$ cat config.mk
export PLATFORM = sky130hd
export DESIGN_NAME = if_stage_flat
export DESIGN_NICKNAME = d
export VERILOG_FILES = /design/src/rtl/riscv_pkg.sv /design/src/rtl/if_stage_if.sv /design/src/rtl/if_stage_fetch_fifo.sv /design/src/rtl/if_stage.sv /design/src/flat_wrapper.sv
export SDC_FILE = /design/constraint.sdc
export NUM_CORES = 1
export LEC_CHECK = 0
export ABC_AREA = 0
export CORE_MARGIN = 4
export CORE_UTILIZATION = 55
export DETAILED_ROUTE_END_ITERATION = 10
export PLACE_DENSITY = 0.82
export SLEW_MARGIN = 20
export SYNTH_ARGS = -nofsm -noshare
export SYNTH_HDL_FRONTEND = slang
export SYNTH_HIERARCHICAL = 1
export SYNTH_SLANG_ARGS = --single-unit
$ cat constraint.sdc
create_clock -name clk -period 20.1 [get_ports clk]
set_clock_uncertainty 0.15 [all_clocks]
set_input_delay 4.02 -clock clk [delete_from_list [all_inputs] [get_ports clk]]
set_output_delay 4.02 -clock clk [all_outputs]
set_load 0.05 [all_outputs]
$ cat src/rtl/riscv_pkg.sv
// Shared fetch-side types and constants for the instruction-fetch stage.
// Included by the fetch stage, its queue and the imem interface.
package riscv_pkg;

  localparam logic [31:0] NOP_INSTR        = 32'h0000_0013;
  localparam logic [31:0] RESET_PC_DEFAULT = 32'h0000_0000;

  typedef struct packed {
    logic [31:0] pc;
    logic [31:0] instr;
  } fetch_entry_t;

endpackage

$ cat src/rtl/if_stage_if.sv
// Instruction-memory request/response channel between the fetch stage (master)
// and instruction memory (slave). Responses return in request order.
interface if_stage_if;

  logic        imem_req_valid;
  logic        imem_req_ready;
  logic [31:0] imem_req_addr;
  logic        imem_rsp_valid;
  logic [31:0] imem_rsp_data;

  modport master (
    output imem_req_valid,
    output imem_req_addr,
    input  imem_req_ready,
    input  imem_rsp_valid,
    input  imem_rsp_data
  );

  modport slave (
    input  imem_req_valid,
    input  imem_req_addr,
    output imem_req_ready,
    output imem_rsp_valid,
    output imem_rsp_data
  );

endinterface

$ cat src/rtl/if_stage_fetch_fifo.sv
// Small fetch queue holding {pc, instr} entries; head is readable combinationally.
// Flush empties it in one cycle and takes priority over push/pop.
module fetch_fifo
  import riscv_pkg::*;
#(
  parameter  int DEPTH = 2,
  localparam int AW    = $clog2(DEPTH),
  localparam int CW    = $clog2(DEPTH + 1)
) (
  input  logic         clk,
  input  logic         reset,
  input  logic         push,
  input  logic         pop,
  input  logic         flush,
  input  fetch_entry_t push_data,
  output fetch_entry_t head,
  output logic [CW-1:0] occupancy,
  output logic         empty,
  output logic         full
);

  fetch_entry_t  mem_reg [DEPTH];
  logic [AW-1:0] rd_ptr_reg;
  logic [AW-1:0] wr_ptr_reg;
  logic [CW-1:0] count_reg;

  always_ff @(posedge clk or posedge reset) begin
    if (reset) begin
      rd_ptr_reg <= '0;
      wr_ptr_reg <= '0;
      count_reg  <= '0;
    end else if (flush) begin
      rd_ptr_reg <= '0;
      wr_ptr_reg <= '0;
      count_reg  <= '0;
    end else begin
      if (push) wr_ptr_reg <= wr_ptr_reg + 1'b1;
      if (pop)  rd_ptr_reg <= rd_ptr_reg + 1'b1;
      count_reg <= count_reg + CW'(push) - CW'(pop);
    end
  end

  // Storage carries no reset; only the pointers define validity.
  always_ff @(posedge clk) begin
    if (push && !flush) mem_reg[wr_ptr_reg] <= push_data;
  end

  assign head      = mem_reg[rd_ptr_reg];
  assign occupancy = count_reg;
  assign empty     = (count_reg == '0);
  assign full      = (count_reg == CW'(DEPTH));

endmodule

$ cat src/rtl/if_stage.sv
// Instruction-fetch stage: owns the PC, issues credit-limited imem requests,
// queues in-order responses for decode and discards responses made stale by redirects.
module if_stage
  import riscv_pkg::*;
#(
  parameter logic [31:0] RESET_PC        = RESET_PC_DEFAULT,
  parameter int          FQ_DEPTH        = 2,
  parameter int          MAX_OUTSTANDING = 2
) (
  input  logic        clk,
  input  logic        reset,
  input  logic        stall_ID,
  input  logic        redirect_valid,
  input  logic [31:0] redirect_pc,
  if_stage_if.master  imem,
  output logic [31:0] instruction,
  output logic [31:0] pc_ID,
  output logic        instr_valid
);

  localparam int CNT_W = $clog2(MAX_OUTSTANDING + 1);
  localparam int OCC_W = $clog2(FQ_DEPTH + 1);

  logic [31:0]      fetch_pc_reg, fetch_pc_next;
  logic [31:0]      rsp_pc_reg, rsp_pc_next;
  logic [31:0]      pc_hold_reg;
  logic [CNT_W-1:0] outstanding_reg, outstanding_next;
  logic [CNT_W-1:0] drop_reg, drop_next;
  logic [CNT_W-1:0] live;
  logic [OCC_W-1:0] occupancy;
  logic             fq_empty, fq_full;
  logic             issue, req_fire, rsp_fire, push, pop;
  fetch_entry_t     head, push_entry;

  // Only responses that will be kept reserve queue space, so a push always finds room.
  assign live  = outstanding_reg - drop_reg;
  assign issue = !redirect_valid
              && (int'(outstanding_reg) < MAX_OUTSTANDING)
              && (int'(occupancy) + int'(live) < FQ_DEPTH);

  assign imem.imem_req_valid = issue && !reset;
  assign imem.imem_req_addr  = fetch_pc_reg;

  assign req_fire   = imem.imem_req_valid && imem.imem_req_ready;
  assign rsp_fire   = imem.imem_rsp_valid;
  assign push       = rsp_fire && (drop_reg == '0) && !redirect_valid;
  assign pop        = instr_valid && !stall_ID && !redirect_valid;
  assign push_entry = '{pc: rsp_pc_reg, instr: imem.imem_rsp_data};

  always_comb begin
    outstanding_next = outstanding_reg + CNT_W'(req_fire) - CNT_W'(rsp_fire);
    drop_next        = drop_reg;
    fetch_pc_next    = fetch_pc_reg;
    rsp_pc_next      = rsp_pc_reg;
    if (redirect_valid) begin
      // Everything still in flight after this cycle belongs to the old path.
      drop_next     = outstanding_next;
      fetch_pc_next = redirect_pc;
      rsp_pc_next   = redirect_pc;
    end else begin
      if (rsp_fire && (drop_reg != '0)) drop_next = drop_reg - 1'b1;
      if (req_fire) fetch_pc_next = fetch_pc_reg + 32'd4;
      if (push)     rsp_pc_next   = rsp_pc_reg + 32'd4;
    end
  end

  always_ff @(posedge clk or posedge reset) begin
    if (reset) begin
      fetch_pc_reg    <= RESET_PC;
      rsp_pc_reg      <= RESET_PC;
      pc_hold_reg     <= RESET_PC;
      outstanding_reg <= '0;
      drop_reg        <= '0;
    end else begin
      fetch_pc_reg    <= fetch_pc_next;
      rsp_pc_reg      <= rsp_pc_next;
      outstanding_reg <= outstanding_next;
      drop_reg        <= drop_next;
      if (!fq_empty) pc_hold_reg <= head.pc;
    end
  end

  fetch_fifo #(.DEPTH(FQ_DEPTH)) u_fetch_fifo (
    .clk       (clk),
    .reset     (reset),
    .push      (push),
    .pop       (pop),
    .flush     (redirect_valid),
    .push_data (push_entry),
    .head      (head),
    .occupancy (occupancy),
    .empty     (fq_empty),
    .full      (fq_full)
  );

  assign instr_valid = !fq_empty;
  assign instruction = fq_empty ? NOP_INSTR : head.instr;
  assign pc_ID       = fq_empty ? pc_hold_reg : head.pc;

  push_into_full_queue: assert property (@(posedge clk) disable iff (reset) !(push && fq_full));

endmodule

$ cat src/flat_wrapper.sv
// flat-port wrapper written by rule: the top's interface ports become plain ports
module if_stage_flat import riscv_pkg::*;
#(
  parameter logic [31:0] RESET_PC        = RESET_PC_DEFAULT,
  parameter int          FQ_DEPTH        = 2,
  parameter int          MAX_OUTSTANDING = 2
)
  (clk, reset, stall_ID, redirect_valid, redirect_pc, instruction, pc_ID, instr_valid, imem_imem_req_valid, imem_imem_req_addr, imem_imem_req_ready, imem_imem_rsp_valid, imem_imem_rsp_data);
  if_stage_if imem_i ();
  input  logic clk;
  input  logic reset;
  input  logic stall_ID;
  input  logic redirect_valid;
  input  logic [31:0] redirect_pc;
  output logic [31:0] instruction;
  output logic [31:0] pc_ID;
  output logic instr_valid;
  output wire logic [$bits(imem_i.imem_req_valid)-1:0] imem_imem_req_valid;
  output wire logic [$bits(imem_i.imem_req_addr)-1:0] imem_imem_req_addr;
  input wire logic [$bits(imem_i.imem_req_ready)-1:0] imem_imem_req_ready;
  input wire logic [$bits(imem_i.imem_rsp_valid)-1:0] imem_imem_rsp_valid;
  input wire logic [$bits(imem_i.imem_rsp_data)-1:0] imem_imem_rsp_data;
  assign imem_imem_req_valid = imem_i.imem_req_valid;
  assign imem_imem_req_addr = imem_i.imem_req_addr;
  assign imem_i.imem_req_ready = imem_imem_req_ready;
  assign imem_i.imem_rsp_valid = imem_imem_rsp_valid;
  assign imem_i.imem_rsp_data = imem_imem_rsp_data;
  if_stage #(.RESET_PC(RESET_PC), .FQ_DEPTH(FQ_DEPTH), .MAX_OUTSTANDING(MAX_OUTSTANDING)) u_core (.clk(clk), .reset(reset), .stall_ID(stall_ID), .redirect_valid(redirect_valid), .redirect_pc(redirect_pc), .imem(imem_i), .instruction(instruction), .pc_ID(pc_ID), .instr_valid(instr_valid));
endmodule
==> impl_metrics.csv <==
group,metric,value,unit
sta,max_slew_margin,34.05,%
worst_setup_path,worst_setup_path_end_kind,"primary output",
worst_setup_path,critPathLaunchType,"primary input",
logic_synthesis,syn_inst,740,
drt,vias_per_cell,5.730,
finish,finalNetCount,988,
global_route,first_global_vias,6679,
power_and_ir_drop,p_total,1.656,mW
floorplan,ios,168,
logic_synthesis,synth.avg_cell_area,13.91,µm²
global_route,antenna_found_initial,0,
drt,drt_wl_total,21.78,mm
sta,hold_viol,0,
worst_setup_path,crit_required,15930,ps
global_route,grt_pass1_wl,34.63,mm
worst_setup_path,cp_max_fo,6,
sta,period_minus_slack,10160,ps
power_and_ir_drop,p_switching,605.0,µW
power_and_ir_drop,p_clk_share,25.8,%
sta,maxClockFrequency,0.09843,GHz
placement,routabilityCongestion,0.8921,
sta,rsz0062_at_grt,"false",
global_route,grt_start_max_net_pins,76,
power_and_ir_drop,p_int,1.051,mW
drt,drt_first_pass_iters,5,
drt,wire_per_inst,18.84,µm
clocking,cts_sinks,232,
sta,tightest_slew,988.2,ps
job,cap_violations,0,
clocking,cts_root_buffer,"clkbuf_16",
power_and_ir_drop,peakVddDrop,0.08292,mV
power_and_ir_drop,p_sw_share,36.54,%
logic_synthesis,yosysWarnings,6,
clocking,post-cts-setup-buffers,0,
power_and_ir_drop,p_comb_share,37.5,%
floorplan,dieWidth,144.8,µm
worst_setup_path,crit_type,"in -> out",
clocking,numCtsBuffers,24,
clocking,clk_pin_slew,60,ps
floorplan,coreArea,18210,µm²
power_and_ir_drop,p_leak,4.792,nW
global_route,grt.overflow.total,0,
drt,vias,6624,
floorplan,dieArea,20960,µm²
global_route,grtUsageTotal,20.75,%
placement,place_ws,9958,ps
clocking,worstSkewPairLatency,500,ps
clocking,cts_tree,"built",
sta,fin_crit_sh,50.54,%
sta,drv_slew,0,
power_and_ir_drop,sequentialPowerShare,36.8,%
floorplan,start_util,56.52,%
floorplan,rows,49,
clocking,cts_resized,0,
sta,worst_hold_slack,310.5,ps
clocking,cts_buffer_depth,3,
drt,drc,0,
outcome,status,"finished clean",
worst_setup_path,worstPathArrival,5990,ps
sta,tns,0,ps
clocking,cts_max_level,1,
logic_synthesis,syn_nets,819,
power_and_ir_drop,power_density,128.1,nW/µm²
drt,ant_nets,0,
drt,drt_iter0_markers,462,
finish,largest_reg_flops,128,
floorplan,die_y,144.8,µm
finish,area_delta_synth_final,25.62,%
placement,hpwl,14.70,mm
placement,port_buffers,167,
finish,final_layout_size_suffix_gt1_share,17.58,%
sta,setup_ws,9941,ps
logic_synthesis,synth_area,10290,µm²
finish,num_antenna_cells,0,
worst_hold_path,hp-class,"reg -> reg",
clocking,hold_buffers,0,
sta,finalSetupViolCount,0,
==> layout by cell type, fill, tap and decap left out, types with 2 or more instances in the layout <==
master / n
and4_1: 5
dfrtp_1: 103
nand4_1: 25
a21boi_0: 10
o211ai_1: 8
clkinv_1: 2
clkinv_2: 4
and2_1: 3
buf_4: 8
inv_1: 20
clkbuf_8: 4
or4_1: 3
nor4_1: 5
nand3_1: 26
a21oi_1: 5
and4bb_2: 2
clkdlybuf4s50_1: 166
nor2b_1: 33
clkbuf_16: 25
edfxtp_1: 128
or2_2: 5
xor2_1: 22
nor2_1: 31
mux2_4: 50
a41oi_1: 3
nand2_1: 46
mux2_2: 53
o311ai_0: 12
and3_1: 8
xnor2_1: 22
or3_1: 2
nor3_1: 10
ha_1: 8
o21ai_0: 29
nand2b_1: 8
clkbuf_1: 7
a31oi_1: 4
==> path summary, 6_finish.rpt <==
| path | startpoint | to | slack, ps | cells after the start |
|---|---|---|---|---|
| setup / recovery | reset | imem_imem_req_valid | 9940 | 4 |
| min in group asynchronous | reset | u_core/u_fetch_fifo/occupancy[1] | 3710 | 2 |
| setup reg to reg | u_core/outstanding_reg[0] | u_core/drop_reg[1] | 15750 | 14 |
| hold reg to reg | u_core/rsp_pc_reg[1] | u_core/u_fetch_fifo/mem_reg[1][33] | 310 | 0 |
| hold / removal | u_core/rsp_pc_reg[1] | u_core/u_fetch_fifo/mem_reg[1][33] | 310 | 0 |
| max in group asynchronous | reset | u_core/imem.imem_req_addr[29] | 14770 | 3 |
==> worst max-delay path: stages <==
cell and delay, ps:
clkdlybuf4s50_1 490, nand4bb_1 420, nor2_1 180, clkdlybuf4s50_1 870
==> layout make-up <==
type,count,area [µm²]
timing repair buffer,175,1727
tap,229,286.5
fill,1263,5281
inverter,21,81.33
clock buffer,36,706.9
multi-input combinational,455,3610
clock inverter,8,66.31
sequential,232,6450
==> metal layers <==
| layer | wire, µm | GRT usage [%] | up-vias |
|---|---|---|---|
| li1 | - | - | 3066 |
| met1 | 9628 | 29.28 | 3236 |
| met2 | 10050 | 33.28 | 285 |
| met3 | 1690 | 4.042 | 37 |
| met4 | 410 | 5.744 | 0 |
| met5 | 0 | 0 | - |
==> power groups by stage <==
stage | registers (mW) | logic (mW) | clock network, mW
after detailed placement | 0.618 | 0.623 | 0
after CTS | 0.609 | 0.625 | 0.436
after global placement | 0.614 | 0.614 | 0
after global routing | 0.616 | 0.654 | 0.459
after floorplan | 0.631 | 0.409 | 0
final | 0.609 | 0.620 | 0.426
==> stage by stage <==
stage | std cells | instance area [µm²] | utilization [%]
final | 1156 | 12930 | 71.00
after global routing | 1156 | 12930 | 71.00
after CTS | 1156 | 12930 | 71.00
after detailed placement | 1112 | 12150 | 66.75
after global placement | 1112 | 12150 | 66.75
after floorplan | 740 | 10290 | -
Note: power is estimated with default switching activity, not from simulation.
